`src/rtl/ibex_rf_ctx_swap.sv`:
```
// rtl/ibex_rf_ctx_swap.sv - register-file context spill/fill engine on the data bus
module ibex_rf_ctx_swap #(
  parameter int unsigned NumCtx      = 4,
  parameter int unsigned NumRegs     = 32,
  parameter logic [31:0] CtxBaseAddr = 32'h0010_0000,
  parameter int unsigned CtxStride   = NumRegs * 4,
  localparam int unsigned CtxW       = $clog2(NumCtx)
) (
  input  logic            clk_i,
  input  logic            rst_ni,
  input  logic [31:0]     ctx_sel_i,
  output logic            busy_o,
  output logic [CtxW-1:0] cur_ctx_o,
  output logic            err_o,
  input  logic            data_req_i,
  output logic            data_gnt_o,
  output logic            data_rvalid_o,
  input  logic            data_we_i,
  input  logic [3:0]      data_be_i,
  input  logic [31:0]     data_addr_i,
  input  logic [31:0]     data_wdata_i,
  output logic [31:0]     data_rdata_o,
  output logic            data_err_o,
  output logic            data_req_o,
  input  logic            data_gnt_i,
  input  logic            data_rvalid_i,
  output logic            data_we_o,
  output logic [3:0]      data_be_o,
  output logic [31:0]     data_addr_o,
  output logic [31:0]     data_wdata_o,
  input  logic [31:0]     data_rdata_i,
  input  logic            data_err_i,
  output logic [4:0]      rf_raddr_o,
  input  logic [31:0]     rf_rdata_i,
  output logic [4:0]      rf_waddr_o,
  output logic [31:0]     rf_wdata_o,
  output logic            rf_we_o
);

  typedef enum logic [2:0] {
    IDLE, DRAIN, SPILL_REQ, SPILL_WAIT, FILL_REQ, FILL_WAIT, DONE
  } state_e;

  state_e          state_q;
  logic [4:0]      idx_q;
  logic [CtxW-1:0] cur_ctx_q, new_ctx_q;
  logic            busy_q, err_q, outstanding_q;

  logic [CtxW-1:0] sel_ctx;
  logic [CtxW-1:0] slot_ctx;
  logic            swap_start, drain_needed, last_reg, swap_rsp;
  logic [31:0]     slot_addr;

  assign sel_ctx    = ctx_sel_i[CtxW-1:0];
  assign swap_start = (sel_ctx != cur_ctx_q) && (ctx_sel_i < 32'(NumCtx));
  // A response arriving in the trigger cycle retires the pending access itself.
  assign drain_needed = (data_req_i && data_gnt_i) || (outstanding_q && !data_rvalid_i);
  assign last_reg   = (idx_q == 5'(NumRegs - 1));
  assign swap_rsp   = data_rvalid_i && ((state_q == SPILL_WAIT) || (state_q == FILL_WAIT));
  assign slot_ctx   = (state_q == FILL_REQ) ? new_ctx_q : cur_ctx_q;
  assign slot_addr  = CtxBaseAddr + 32'(slot_ctx) * 32'(CtxStride) + {25'd0, idx_q, 2'b00};

  always_ff @(posedge clk_i or negedge rst_ni) begin
    if (!rst_ni) begin
      state_q       <= IDLE;
      idx_q         <= 5'd1;
      cur_ctx_q     <= '0;
      new_ctx_q     <= '0;
      busy_q        <= 1'b0;
      err_q         <= 1'b0;
      outstanding_q <= 1'b0;
    end else begin
      case (state_q)
        IDLE: begin
          if (data_req_i && data_gnt_i) outstanding_q <= 1'b1;
          else if (data_rvalid_i)       outstanding_q <= 1'b0;
          if (swap_start) begin
            new_ctx_q <= sel_ctx;
            busy_q    <= 1'b1;
            state_q   <= drain_needed ? DRAIN : SPILL_REQ;
          end
        end
        DRAIN: if (data_rvalid_i) begin
          outstanding_q <= 1'b0;
          state_q       <= SPILL_REQ;
        end
        SPILL_REQ: if (data_gnt_i) state_q <= SPILL_WAIT;
        SPILL_WAIT: if (data_rvalid_i) begin
          idx_q   <= last_reg ? 5'd1 : idx_q + 5'd1;
          state_q <= last_reg ? FILL_REQ : SPILL_REQ;
        end
        FILL_REQ: if (data_gnt_i) state_q <= FILL_WAIT;
        FILL_WAIT: if (data_rvalid_i) begin
          idx_q   <= last_reg ? 5'd1 : idx_q + 5'd1;
          state_q <= last_reg ? DONE : FILL_REQ;
        end
        DONE: begin
          cur_ctx_q <= new_ctx_q;
          busy_q    <= 1'b0;
          state_q   <= IDLE;
        end
        default: state_q <= IDLE;
      endcase
      if (swap_rsp && data_err_i) err_q <= 1'b1;
    end
  end

  always_comb begin
    data_req_o    = 1'b0;
    data_we_o     = 1'b0;
    data_be_o     = 4'h0;
    data_addr_o   = 32'h0;
    data_wdata_o  = 32'h0;
    data_gnt_o    = 1'b0;
    data_rvalid_o = 1'b0;
    data_err_o    = 1'b0;
    case (state_q)
      IDLE: begin
        data_req_o    = data_req_i;
        data_we_o     = data_we_i;
        data_be_o     = data_be_i;
        data_addr_o   = data_addr_i;
        data_wdata_o  = data_wdata_i;
        data_gnt_o    = data_gnt_i;
        data_rvalid_o = data_rvalid_i;
        data_err_o    = data_err_i;
      end
      DRAIN: begin
        data_rvalid_o = data_rvalid_i;
        data_err_o    = data_err_i;
      end
      SPILL_REQ: begin
        data_req_o   = 1'b1;
        data_we_o    = 1'b1;
        data_be_o    = 4'hF;
        data_addr_o  = slot_addr;
        data_wdata_o = rf_rdata_i;
      end
      FILL_REQ: begin
        data_req_o  = 1'b1;
        data_be_o   = 4'hF;
        data_addr_o = slot_addr;
      end
      default: ;
    endcase
  end

  assign data_rdata_o = data_rdata_i;
  assign rf_raddr_o   = idx_q;
  assign rf_waddr_o   = idx_q;
  assign rf_wdata_o   = data_rdata_i;
  assign rf_we_o      = (state_q == FILL_WAIT) && data_rvalid_i;
  assign busy_o       = busy_q;
  assign cur_ctx_o    = cur_ctx_q;
  assign err_o        = err_q;

endmodule

```
`config.mk`:
```
export PLATFORM = sky130hd
export DESIGN_NAME = ibex_rf_ctx_swap
export DESIGN_NICKNAME = d
export VERILOG_FILES = /design/src/rtl/ibex_rf_ctx_swap.sv
export SDC_FILE = /design/constraint.sdc
export NUM_CORES = 1
export LEC_CHECK = 0
export ABC_CLOCK_PERIOD_IN_PS = 3180
export CAP_MARGIN = 5
export CORE_AREA = 3 3 126 128
export DETAILED_ROUTE_END_ITERATION = 12
export DIE_AREA = 0 0 129 131
export PLACE_DENSITY = 0.53
export SYNTH_ARGS = -nofsm -noshare
export SYNTH_HDL_FRONTEND = slang
export SYNTH_SLANG_ARGS = --single-unit
```
`constraint.sdc`:
```
create_clock -name clk_i -period 3.18 [get_ports clk_i]
set_input_delay 0.795 -clock clk_i [delete_from_list [all_inputs] [get_ports clk_i]]
set_output_delay 0.795 -clock clk_i [all_outputs]
set_load 0.005 [all_outputs]
```
Word-level counts from Yosys, hierarchy flattened --
Cells that the tools add are included.
Cells by class: multiply operators 0, muxes and demuxes 25, equal/unequal tests 14, reduce and logical (&&, ||, !) cells 19, divide/modulo/power cells 0, magnitude comparators 1, add/subtract/negate cells 3, bitwise operators 0, shift operators 0
Operator list (number):
- $pmux 32 s2 | 2
- $lt 32x3->1 const B | 1
- $add 22x7->23 | 1
- $add 21x9->22 const A | 1
- $mux 3 | 7
- $pmux 3 s6 | 1
- $ne 2x2->1 const B | 6
- $eq 3x3->1 const B | 3
- $pmux 1 s2 | 4
- $pmux 4 s2 | 1
- $eq 3x2->1 const B | 2
- $logic_and 1x1->1 | 6
- $mux 1 | 6
- $mux 2 | 3
- $reduce_and 2->1 | 3
- $reduce_and 6->1 | 1
- $reduce_or 2->1 | 3
- $add 5x1->5 const B | 1
- $eq 5x5->1 const B | 1
- $mux 5 | 1
- $reduce_bool 2->1 | 2
- $eq 3x1->1 const B | 1
- $logic_not 3->1 | 1
- $logic_or 1x1->1 | 2
- 2 further kinds | 2
Word-level totals: bits in writable memories 0, latch bits 0, bits in read-only memories 0, register bits after elaboration 15, memories kept 0, output and inout bits 152, input port bits 171, logic and storage cells 69

Logic depth before layout (Yosys ltp) --
Gate-level depths: netlist of run 1.
word-level depth 6, gate-level depth with buffers 6, mapped depth without buffers 6

Least setup slack after synthesis of run 1 --
No wires, ideal clock.
path type reg-to-output, from register state_q[1], to output data_wdata_o[0], required time 2385 ps, path slack 1094 ps, arrival 1291 ps, path buffers 2, stages on the path, launching flop included 6, cells stage by stage dfrtp_1 -> buf_4 -> inv_2 -> nor3_2 -> clkbuf_1 -> a22o_1
Between the ends: longest elaborated chain between the ends 2, elaborated cells on any way between the ends 3, those cells by class eq/ne (1); mux (1); reduce/logical (1)
RTL lines:
- from (decl) | RTL line 44 | state_e state_q;
- from (signal assigned) | RTL line 80 | state_q <= drain_needed ? DRAIN : SPILL_REQ;
- from (signal assigned) | RTL line 90 | state_q <= last_reg ? FILL_REQ : SPILL_REQ;
- from (signal assigned) | RTL line 95 | state_q <= last_reg ? DONE : FILL_REQ;
- $eq 3x2->1 / $logic_not 3->1 (equally long branches) | RTL line 117 | case (state_q)
- $pmux 32 s2 * | RTL line 117
- to (decl) | RTL line 30 | output logic [31:0] data_wdata_o,
Every way passes the cells marked *; elsewhere a longest branch is shown, timed or not.

Worst setup path after layout of run 1 --
from input data_rvalid_i, to output data_rvalid_o
Between the ends: longest elaborated chain between the ends 1
RTL lines:
- from (decl) | RTL line 26 | input logic data_rvalid_i,
- $mux 1 | RTL line 117
- to (decl) | RTL line 17 | output logic data_rvalid_o,
Every way passes these cells.

==> results.txt, run 1 <==
Dividing the detail-routed wire length by the instance count gives 15.7 um. For this design, the slowest cell found on the critical path is sky130_fd_sc_hd__clkdlybuf4s50_1. From left edge to right edge, the die measures 129 um.

Static timing analysis puts the maximum clock frequency at 337 MHz. The start of the worst register-to-register path is rf_raddr_o[0]$_DFFE_PN1P_. The register area share after synthesis was 0.185.

The required time at the endpoint of the critical path is 2.38 ns, and the weighted congestion at the end of routability-driven global placement is 0.733. The most used cell along the critical path was sky130_fd_sc_hd__clkdlybuf4s50_1. The total half-perimeter wirelength after legalization and detailed placement came out at 7.88 mm. The tools report the total die area as 16900 um2. The clock arrives with 0.00169 ns of skew.

The number of buffers added on ports was 226; the peak fanout along the critical path was 4. The run gives 1070 um2 as the area of the multi-input gates. The startpoint type of the worst setup path is an input port. 0 antenna diodes ended up in the layout.

Worst path arrival time: 2.17 ns. For the cell area after layout, the log shows 4100 um2. The routed layout has 2373 vias. For the area taken by flip-flops and latches, the log shows 377 um2. The Yosys step of the flow raised 0 warnings.

The reported max-cap violation count was 0; the number of optimization iterations in the first detailed-route pass was 4. Together, buffers and inverters on the worst path number 3. Setup repair after global routing left no endpoint under its margin.

The part of the cycle the worst path needs was 0.932. Critical path startpoint: data_rvalid_i. The largest single stage delay on the critical path is 0.58 ns. The combined area of all synthesized cells is 2040 um2, and the number of instances resized during post-cts repair is 0. In this run, distinct cell masters in the synthesized netlist total 41. The logs give 0.00160 uW for the static leakage and 1601 for the count of filler cells inserted in the layout. Number of pins with negative max-slew slack in the final report: 0. The vias per cell was 4.06; the worst setup margin was 0.215 ns.

After clock tree synthesis, the clock-pin slew on the worst setup and hold paths is 0.05 ns. Synthesis produced 245 cells. The initial core utilization was 0.136. The depth of the critical timing path with buffers and inverters included was 4. TritonCTS built the clock tree. The run finished with clean final reports. Subtracting the final worst setup slack from the clock period gives 2.96 ns. The setup slack after placement is 0.199 ns, and the total placed instance area is 4020 um2. The synthesized netlist net count was 418. The number of H-tree levels is 1, and the total global routing overflow is 0. The power per unit of standard cell area came out at 431 nW/um2. Traced cell by cell, the critical path runs through clkdlybuf4s50_1 -> inv_1 -> nor3_1 -> clkdlybuf4s50_1.

In this run the register-to-register setup slack is 1.47 ns. The logs give 0.534 for the relative slew slack and 0 for the post-cts hold buffer count. For this run, the post-layout net count is 571. For this design the top-level I/O count stands at 323. For the number of endpoints with negative hold slack in the final report, the log shows 0. The first-pass GRT wire length is 12.4 mm. The number of global-route vias before repair is 2283. CTS saw 15 sinks. The logs give 0 ns for the summed negative setup slack over all endpoints and 0.274 for the final core utilization. Dividing the synthesized area by the synthesized cell count gives 8.32 um2.

The category of the most critical setup path was input port to output port. The fraction of final layout cells with drive strength greater than 1 came out at 0.0579. The tree is rooted in a sky130_fd_sc_hd__clkbuf_16. No sink is reached through more buffers than the 2 on the longest clock path. The combined global-route utilization of all metal layers is 0.0924, and the number of setup violations in the final report is 0.

Once the clock tree was built, the setup fixing pass inserted 0 buffers. Entering global routing, the biggest net connects 71 pins. For the initial DRC count, the log shows 76.

Relative to the synthesized area, the layout overhead comes to 101%. The number of clock buffers inserted by TritonCTS is 3, and the maximum ir drop on the vdd rail is 0.207 mV. The die span in y works out to 131 um.

The most critical setup path has its endpoint at data_rvalid_o. The depth of the worst register-to-register path works out to 5. Clock latency on the worst-skew pair, taken at its later pin, is 0.24 ns. The number of antenna violations at the first check in global routing is 1, and the synthesized flop and latch total is 15. The final routed wirelength across all metal layers was 9.17 mm; the transition at the pin with the smallest max-transition slack was 0.697 ns. After detailed routing, the number of remaining DRC violations is 0. The endpoint identified for the worst register-to-register timing path is state_q[1]$_DFFE_PN0P_. The tools report the number of antenna-violating nets in the routed design as 0. STA classifies the critical path endpoint as an output port. The kind of cell adding the most delay to the critical path was buffers and inverters. In this run the core area contains 45 standard-cell rows.

The worst hold path belongs to the class flip-flop to flip-flop. The core area came out at 15000 um2.
-- final cells by class --
type | count | share of cell area
timing repair buffer | 231 | 0.566
multi-input combinational | 143 | 0.261
sequential | 15 | 0.0918
tap | 188 | 0.0573
clock buffer | 3 | 0.0183
inverter | 4 | 0.00366
clock inverter | 1 | 0.00122
-- worst reg2reg max path: stages, from the launching register on --
cell	delay, ns
sky130_fd_sc_hd__dfstp_2	0.60
sky130_fd_sc_hd__ha_1	0.21
sky130_fd_sc_hd__and3_1	0.17
sky130_fd_sc_hd__ha_1	0.28
sky130_fd_sc_hd__o22ai_1	0.13
sky130_fd_sc_hd__o31ai_2	0.23
-- cells by family (layout without fill, tap and decap cells) --
| family | after synthesis | in the layout | synth area share |
|---|---|---|---|
| mux | 8 | 8 | 0.0430 |
| fa+ha+maj | 2 | 2 | 0.0123 |
| flops | 15 | 15 | 0.185 |
| xor+xnor | 3 | 3 | 0.0129 |
| compound gates | 64 | 64 | 0.252 |
| buf+inv | 87 | 239 | 0.292 |
| simple gates | 66 | 66 | 0.203 |
-- worst min-delay path by stage --
stage,start,to,slack [ns],depth (start not counted)
6_report,err_o$_DFFE_PN0P_,err_o$_DFFE_PN0P_,0.46,1
3_3_place_gp,err_o$_DFFE_PN0P_,err_o$_DFFE_PN0P_,0.45,1
4_1_cts,err_o$_DFFE_PN0P_,err_o$_DFFE_PN0P_,0.46,1
5_1_grt,err_o$_DFFE_PN0P_,err_o$_DFFE_PN0P_,0.49,1
2_1_floorplan,err_o$_DFFE_PN0P_,err_o$_DFFE_PN0P_,0.45,1
3_5_place_dp,err_o$_DFFE_PN0P_,err_o$_DFFE_PN0P_,0.45,1
-- sequential cells by signal, summed over array words and instances (netlist names) --
register and cells:
busy_o 1, err_o 1, outstanding_q 1, rf_raddr_o 5, state_q 3, cur_ctx_o 2, new_ctx_q 2
-- synth_stat cells, drive strengths merged --
master  count  area [um2]
o21bai      1        7.51
o21ai       6        30.0
a22o       37         324
nor3        3        31.3
nand3       1        5.00
o31ai       2        20.0
buf        73         543
o22ai       1        6.26
a31oi       1        6.26
ha          2        25.0
a211oi      1        12.5
xor2        2        17.5
o21a        1        7.51
inv         4        15.0
nand2       5        18.8
clkbuf     10        37.5
xnor2       1        8.76
mux2        6        67.6
nor2       16        60.1
nand4       4        25.0
a21o        8        60.1
dfstp       1        26.3
dfrtp      14         350
a21oi       4        20.0
or3         1        6.26
a221oi      1        8.76
or2         1        6.26
and3        1        6.26
mux2i       2        20.0
a311o       1        10.0
and2       26         163
nor4        7        68.8
nor4b       1        23.8
-- where the power goes --
| group | internal (uW) | total (uW) | switching, uW |
|---|---|---|---|
| sequential | 200 | 214 | 14.1 |
| clock | 168 | 248 | 80.2 |
| combinational | 857 | 1310 | 451 |
| total | 1220 | 1770 | 546 |
-- routing by layer --
layer | up-vias | part of all wire | global-route usage
met1 | 1075 | 0.34 | 0.0966
met3 | 11 | 0.11 | 0.0297
met5 | - | 0.0014 | 0
met2 | 175 | 0.54 | 0.185
met4 | 2 | 0.0065 | 0.00865
li1 | 1110 | - | -
-- metrics by stage --
stage                     cells  hold WS, ns  total power, uW
after global routing        585        0.486             1890
after global placement      581        0.448             1540
after floorplan             245        0.451              769
final                       585        0.458             1770
after detailed placement    581        0.447             1540
after CTS                   585        0.460             1800
-- cell usage in the layout, fill, tap and decap left out, types with 3 or more instances in the layout --
| cell | count |
|---|---|
| sky130_fd_sc_hd__o21ai_0 | 4 |
| sky130_fd_sc_hd__clkbuf_16 | 3 |
| sky130_fd_sc_hd__nor4_1 | 3 |
| sky130_fd_sc_hd__nor2_1 | 16 |
| sky130_fd_sc_hd__and2_1 | 26 |
| sky130_fd_sc_hd__mux2_1 | 4 |
| sky130_fd_sc_hd__a22o_1 | 37 |
| sky130_fd_sc_hd__dfrtp_1 | 14 |
| sky130_fd_sc_hd__a21oi_1 | 4 |
| sky130_fd_sc_hd__nand2_1 | 5 |
| sky130_fd_sc_hd__clkdlybuf4s50_1 | 226 |
| sky130_fd_sc_hd__a21o_1 | 8 |
| sky130_fd_sc_hd__buf_4 | 3 |
| sky130_fd_sc_hd__nand4_1 | 4 |
| sky130_fd_sc_hd__nor4_2 | 4 |
Power figures use the tool's default switching activity.
==> inputs of run 2 (changes only) <==
--- a/config.mk
+++ b/config.mk
@@ -7,9 +7,9 @@
 export LEC_CHECK = 0
 export ABC_CLOCK_PERIOD_IN_PS = 3180
 export CAP_MARGIN = 5
-export CORE_AREA = 3 3 126 128
+export CORE_AREA = 2 2 125 127
 export DETAILED_ROUTE_END_ITERATION = 12
-export DIE_AREA = 0 0 129 131
+export DIE_AREA = 0 0 127 129
 export PLACE_DENSITY = 0.53
 export SYNTH_ARGS = -nofsm -noshare
 export SYNTH_HDL_FRONTEND = slang
==> run 2 against run 1 <==
Effect of this change:
- global-route usage increased by 2.0 points
- critical endpoint is now data_wdata_o[10]
- critical path type is now flip-flop to output port
- worst setup slack got worse by 0.025 ns
- final cell count is the same
- sequential power hardly changed
- highest routed layer unchanged
- wire length grew 10%
- via count decreased by 1.1%
- cell area stayed put
- combinational power is essentially flat
- clock skew hardly changed
==> results.txt, run 2 (synthesized netlist as in run 1, its figures left out) <==
The number of global-route vias before repair was 2354; the number of antenna-violating nets in the routed design was 0. The fraction of final layout cells with drive strength greater than 1 came out at 0.0579. The critical path is of the flip-flop to output port type. The floorplan step defined a die boundary enclosing 16400 um2. The clock reaches the later pin of the worst-skew pair after 0.24 ns.

Across the routed clock network, the largest skew measured is 0.00125 ns. The relative slew slack came out at 0.550. The flow ran to the end, and the final reports show no timing, DRC or antenna violations. The logs give 2 for the maximum clock insertion buffer count and 323 for the number of ports placed on the die boundary. TritonCTS built the clock tree. Setup repair after global routing left no endpoint under its margin. Dividing total power by cell area gives a power density of 433 nW/um2.

For the pin with the worst max-slew slack, the measured transition is 0.673 ns. The worst setup path is captured at an output port. The number of pins with negative max-slew slack in the final report was 0.

The logs give 0.121 for the sequential share of power and 0 for the number of setup violations in the final report. The run gives 4020 um2 as the total placed instance area. The number of H-tree levels came out at 1. The top cell types in the final layout, fill and taps aside, are 226 x sky130_fd_sc_hd__clkdlybuf4s50_1, 37 x sky130_fd_sc_hd__a22o_1, 26 x sky130_fd_sc_hd__and2_1.

The synthesis-to-finish area growth was 101%. The logs give 15 for the CTS sink count and 10.1 mm for the final routed wirelength across all metal layers. The part of the cycle the worst path needs came out at 0.940. For this block, the initial DRC count from the detailed router was 71. For this run, the post-layout net count is 571. The worst path arrival time is 2.19 ns. The number of endpoints with negative hold slack in the final report is 0, and the number of instances resized during post-cts repair is 0.

For this design, the CTS-stage hold fixing added 0 buffers. The largest single stage delay on the critical path is 0.61 ns. The peak fanout along the critical path works out to 33. Dividing the detail-routed wire length by the instance count gives 17.3 um.

Once layout is done, the placed cells without fillers occupy 4100 um2. For the post-detailed-route DRC marker count, the log shows 0. After legalization and detailed placement, the total HPWL measured 8.84 mm. The number of antenna violations at the first check in global routing is 2, and the clock slew seen by the registers of the worst setup and hold paths is 0.05 ns.

The filler cells instantiated in the layout total 1585. Setup slack closes at 0.191 ns. The run gives 4 as the number of optimization iterations in the first detailed-route pass. The run gives 0 as the total global routing overflow. In this run, CTS created clock tree buffers numbering 3.

The number of setup buffers added after CTS is 0, and the power share of the clock group is 0.138. The internal portion of the total power is 1230 uW. The combined global-route utilization of all metal layers came out at 0.112. The most common cell after layout, fill and taps aside was sky130_fd_sc_hd__clkdlybuf4s50_1. The width of the die was 127 um; the final core utilization was 0.274. Setup slack after placement: 0.182 ns. The proportion of power drawn by combinational gates is 0.741. The first-pass GRT wire length came out at 14.1 mm. The logs give 0 for the antenna diode count and 2.38 ns for the required time at the endpoint of the critical path. In the routed layout, each cell is associated on average with a via count of 4.01. For the area of the multi-input gates, the log shows 1070 um2. Summing all flip-flop and latch instances after layout gives 377 um2. The min-delay analysis places its worst path in the category flip-flop to flip-flop. Summed over all failing endpoints, the final setup total negative slack is 0 ns. The design draws 1780 uW. The register with the most flip-flops in the layout has 5 of them. Traced cell by cell, the critical path runs through inv_2 -> nor3_4 -> buf_12 -> a22o_1 -> clkdlybuf4s50_1.

The slowest stage of the critical path belongs to the cell sky130_fd_sc_hd__dfrtp_1. The fraction of power spent switching nets is 0.310, and the static leakage is 0.00160 uW. After floorplanning, the core was sized to cover 15000 um2.

The reported max-cap violation count was 0; the initial core utilization was 0.136. The final critical-path required period works out to 2.99 ns. The number of cell rows was 45.

The die span in y works out to 129 um. The congestion estimate from routability-driven global placement came to 0.757. The clock tree root buffer cell is sky130_fd_sc_hd__clkbuf_16.

The number of buffers added on ports came out at 226. Entering global routing, the biggest net connects 71 pins. Total via count after detailed routing: 2348.

Based on the critical path, the design can be clocked at up to 335 MHz. The startpoint type of the worst setup path was a flip-flop. The switching power total is 550 uW, and the maximum ir drop on the vdd rail is 0.205 mV.
-- run 2: cell counts in the layout (fill, tap and decap cells not counted) --
Identical to the previous run, type by type.
-- run 2: layer usage --
metal	up-vias	part of all wire	GRT usage
met5	-	0.0027	0
met3	15	0.10	0.0333
met4	4	0.0093	0.0187
li1	1108	-	-
met1	1045	0.36	0.123
met2	176	0.52	0.216
-- run 2: final timing paths --
kind	slack (ns)	cells past startpoint	from	end
worst max-delay path	0.19	5	state_q[1]$_DFFE_PN0P_	data_wdata_o[10]
worst min-delay path	0.46	1	err_o$_DFFE_PN0P_	err_o$_DFFE_PN0P_
min in group asynchronous	0.96	1	rst_ni	err_o$_DFFE_PN0P_
worst min register to register	0.46	1	err_o$_DFFE_PN0P_	err_o$_DFFE_PN0P_
max in group asynchronous	1.79	1	rst_ni	state_q[2]$_DFFE_PN0P_
worst max register to register	1.46	5	rf_raddr_o[0]$_DFFE_PN1P_	state_q[1]$_DFFE_PN0P_
-- run 2: worst max-delay path: cells and delay by family, from the launching register on --
family | cells | cell delay (ns)
flops | 1 | 0.61
buf+inv | 3 | 0.88
simple gates | 1 | 0.26
compound gates | 1 | 0.19
-- run 2: layout make-up --
type,count,area share
inverter,4,0.00366
multi-input combinational,143,0.261
clock inverter,1,0.00122
tap,188,0.0573
clock buffer,3,0.0183
timing repair buffer,231,0.566
sequential,15,0.0918
-- run 2: through the flow --
step / cells / hold WS [ns]
after floorplan: 245 / 0.451
after global routing: 585 / 0.508
after global placement: 581 / 0.448
final: 585 / 0.460
after detailed placement: 581 / 0.446
after CTS: 585 / 0.462
-- run 2: power by group through the flow --
stage	Clock (uW)	Combinational (uW)	Sequential, uW
after floorplan	0	560	210
after global placement	0	1320	217
after detailed placement	0	1330	218
after CTS	250	1340	214
after global routing	260	1410	216
final	246	1310	214
==> inputs of run 3 (changes only) <==
--- a/config.mk
+++ b/config.mk
@@ -7,10 +7,10 @@
 export LEC_CHECK = 0
 export ABC_CLOCK_PERIOD_IN_PS = 3180
 export CAP_MARGIN = 5
-export CORE_AREA = 2 2 125 127
+export CORE_AREA = 4 4 123 125
 export DETAILED_ROUTE_END_ITERATION = 12
 export DIE_AREA = 0 0 127 129
-export PLACE_DENSITY = 0.53
+export PLACE_DENSITY = 0.56
 export SYNTH_ARGS = -nofsm -noshare
 export SYNTH_HDL_FRONTEND = slang
 export SYNTH_SLANG_ARGS = --single-unit
==> run 3 against run 2 <==
Effect of this change:
- utilization grew 2.0 points
- critical endpoint is now data_rvalid_o
- maximum frequency grew 1.2%
- first-iteration DRC count shrank 41%
- critical path depth shrank 1
- worst hold slack gained 0.0049 ns
- final cell count shrank 1.4%
- sequential cell count is the same
==> results.txt, run 3 (synthesized netlist as in run 1, its figures left out) <==
The reported max-cap violation count came out at 0. For this block, the routed nets add up to 9.72 mm of wire. The tools report the CTS sink count as 15. The tools report the total via count after detailed routing as 2343. The number of placed instances, taps included, is 573. The number of H-tree levels was 1; the number of setup buffers added after CTS was 0.

At the worst endpoint, the arrival time is 2.16 ns. Class of the tightest hold or removal check: flip-flop to flip-flop. Once detail routing completed, the nets flagged for antenna violations numbered 0.

Buffers placed on the I/O ports in this run total 226. The number of global-route vias before repair was 2473. No sink is reached through more buffers than the 2 on the longest clock path. The fraction of final layout cells with drive strength greater than 1 is 0.0554. Final hold analysis gives a worst-case slack of 0.465 ns.

Across the VDD grid, the largest voltage drop is 0.176 mV. The highest clock rate came out at 339 MHz. The net count of the finished layout is 571.

In this run the static leakage power is 0.00159 uW. The wire-length estimate of the detail-placed layout is 8.53 mm. In this run the power density over the cells is 431 nW/um2. The die span in y was 129 um; the required time at the endpoint of the critical path was 2.38 ns. The run finished with clean final reports. The clock tree root buffer cell is sky130_fd_sc_hd__clkbuf_16. After detailed routing, the number of vias per cell comes to 4.06. The cell type of the slowest stage on the worst timing path is sky130_fd_sc_hd__clkdlybuf4s50_1.

The total die area was 16400 um2; the number of clock buffers inserted by TritonCTS was 3. For the relative slew slack, the log shows 0.534. The flip-flop count of the largest register after layout is 5, and the first-pass GRT wire length is 14.0 mm. The final core utilization came out at 0.294.

For the number of cell rows, the log shows 43. The average wire per standard cell works out to 16.8 um. The initial core utilization is 0.147. The part of the cycle the worst path needs was 0.929. The number of antenna violations at the first check in global routing is 0.

The tools report the nature of the critical path endpoint as an output port. The final critical-path required period came out at 2.95 ns. Adding up every negative setup slack in the final design gives 0 ns. For this block, the initial DRC count from the detailed router was 42. The first detailed-routing pass ran for 4 iterations. The transition at the pin with the smallest max-transition slack was 0.697 ns.

TritonCTS built the clock tree. The startpoint type of the worst setup path is an input port. Among the stages of the critical path, the cell type that occurs most often is sky130_fd_sc_hd__clkdlybuf4s50_1. The tools report the number of setup violations in the final report as 0. The width of the die was 127 um. The critical path in this run is classified as input port to output port. The run gives 0 as the antenna diode count. In the layout the commonest cells are 226 x sky130_fd_sc_hd__clkdlybuf4s50_1, 37 x sky130_fd_sc_hd__a22o_1, 26 x sky130_fd_sc_hd__and2_1. The core area was 13900 um2; the combined global-route utilization of all metal layers was 0.107. Compared with the post-synthesis result, the final layout area differs by 100%. The tools report the number of endpoints with negative hold slack in the final report as 0. For this run, the slowest stage of the critical path takes 0.58 ns. The weighted congestion at the end of routability-driven global placement was 0.756. Counting the fill cells in the layout gives 1457. The pin count of the biggest net entering global routing was 46; the peak fanout along the critical path was 4. For this run, the number of standard cells in the final layout without fillers is 577. Setup repair after global routing left no endpoint under its margin.

Hold repair after CTS inserted 0 buffers. The total global routing overflow is 0. For the final database, setup skew stands at 0.00261 ns.

Clock-pin slew was measured on the worst setup and hold paths at 0.05 ns. Walking the worst path, the cells encountered are clkdlybuf4s50_1 -> inv_1 -> nor3_1 -> clkdlybuf4s50_1. The number of ports placed on the die boundary was 323. Most common cell after layout, fill and taps aside: sky130_fd_sc_hd__clkdlybuf4s50_1. For this run, design rule violations remaining after detail routing come to 0. The number of gates resized after CTS was 0.

Clock latency on the worst-skew pair, taken at its later pin, is 0.24 ns. For the number of pins with negative max-slew slack in the final report, the log shows 0.
[run 3: power breakdown]
part	total (uW)	leakage (uW)	internal, uW	switching, uW
combinational	1300	0.00134	849	447
clock	243	0.0000382	170	73.2
sequential	218	0.000204	200	18.1
total	1760	0.00159	1220	538
[run 3: metrics by stage]
step / worst slack (ns) / cell area, um2 / power (uW)
final: 0.227 / 4080 / 1760
after global routing: 0.0854 / 4080 / 1880
after CTS: 0.202 / 4080 / 1780
after detailed placement: 0.204 / 4000 / 1530
after global placement: 0.210 / 4000 / 1530
after floorplan: 1.09 / 2040 / 769
[run 3: final timing paths]
path,start,to,slack [ns],depth (start not counted)
min,err_o$_DFFE_PN0P_,err_o$_DFFE_PN0P_,0.46,1
max reg2reg,state_q[2]$_DFFE_PN0P_,new_ctx_q[1]$_DFFE_PN0P_,1.16,4
min reg2reg,err_o$_DFFE_PN0P_,err_o$_DFFE_PN0P_,0.46,1
max in group asynchronous,rst_ni,rf_raddr_o[2]$_DFFE_PN0P_,1.76,1
max,data_rvalid_i,data_rvalid_o,0.23,4
min in group asynchronous,rst_ni,busy_o$_DFFE_PN0P_,0.98,1
[run 3: final cells by class]
cell class                 instances  area, um2  area share
clock buffer                       4       78.8      0.0193
inverter                           4       15.0     0.00368
multi-input combinational        143       1070       0.263
sequential                        15        377      0.0923
tap                              180        225      0.0552
timing repair buffer             231       2310       0.567
[run 3: routing by layer]
metal	wire length, um	GRT usage
met4	68	0.0139
met5	0	0
met3	967	0.0315
met1	3300	0.110
met2	5380	0.217
[run 3: critical path: cells and delay by family]
kind                   cells  cell delay, ns
buffers and inverters      3            1.19
AND/OR/NAND/NOR            1            0.18
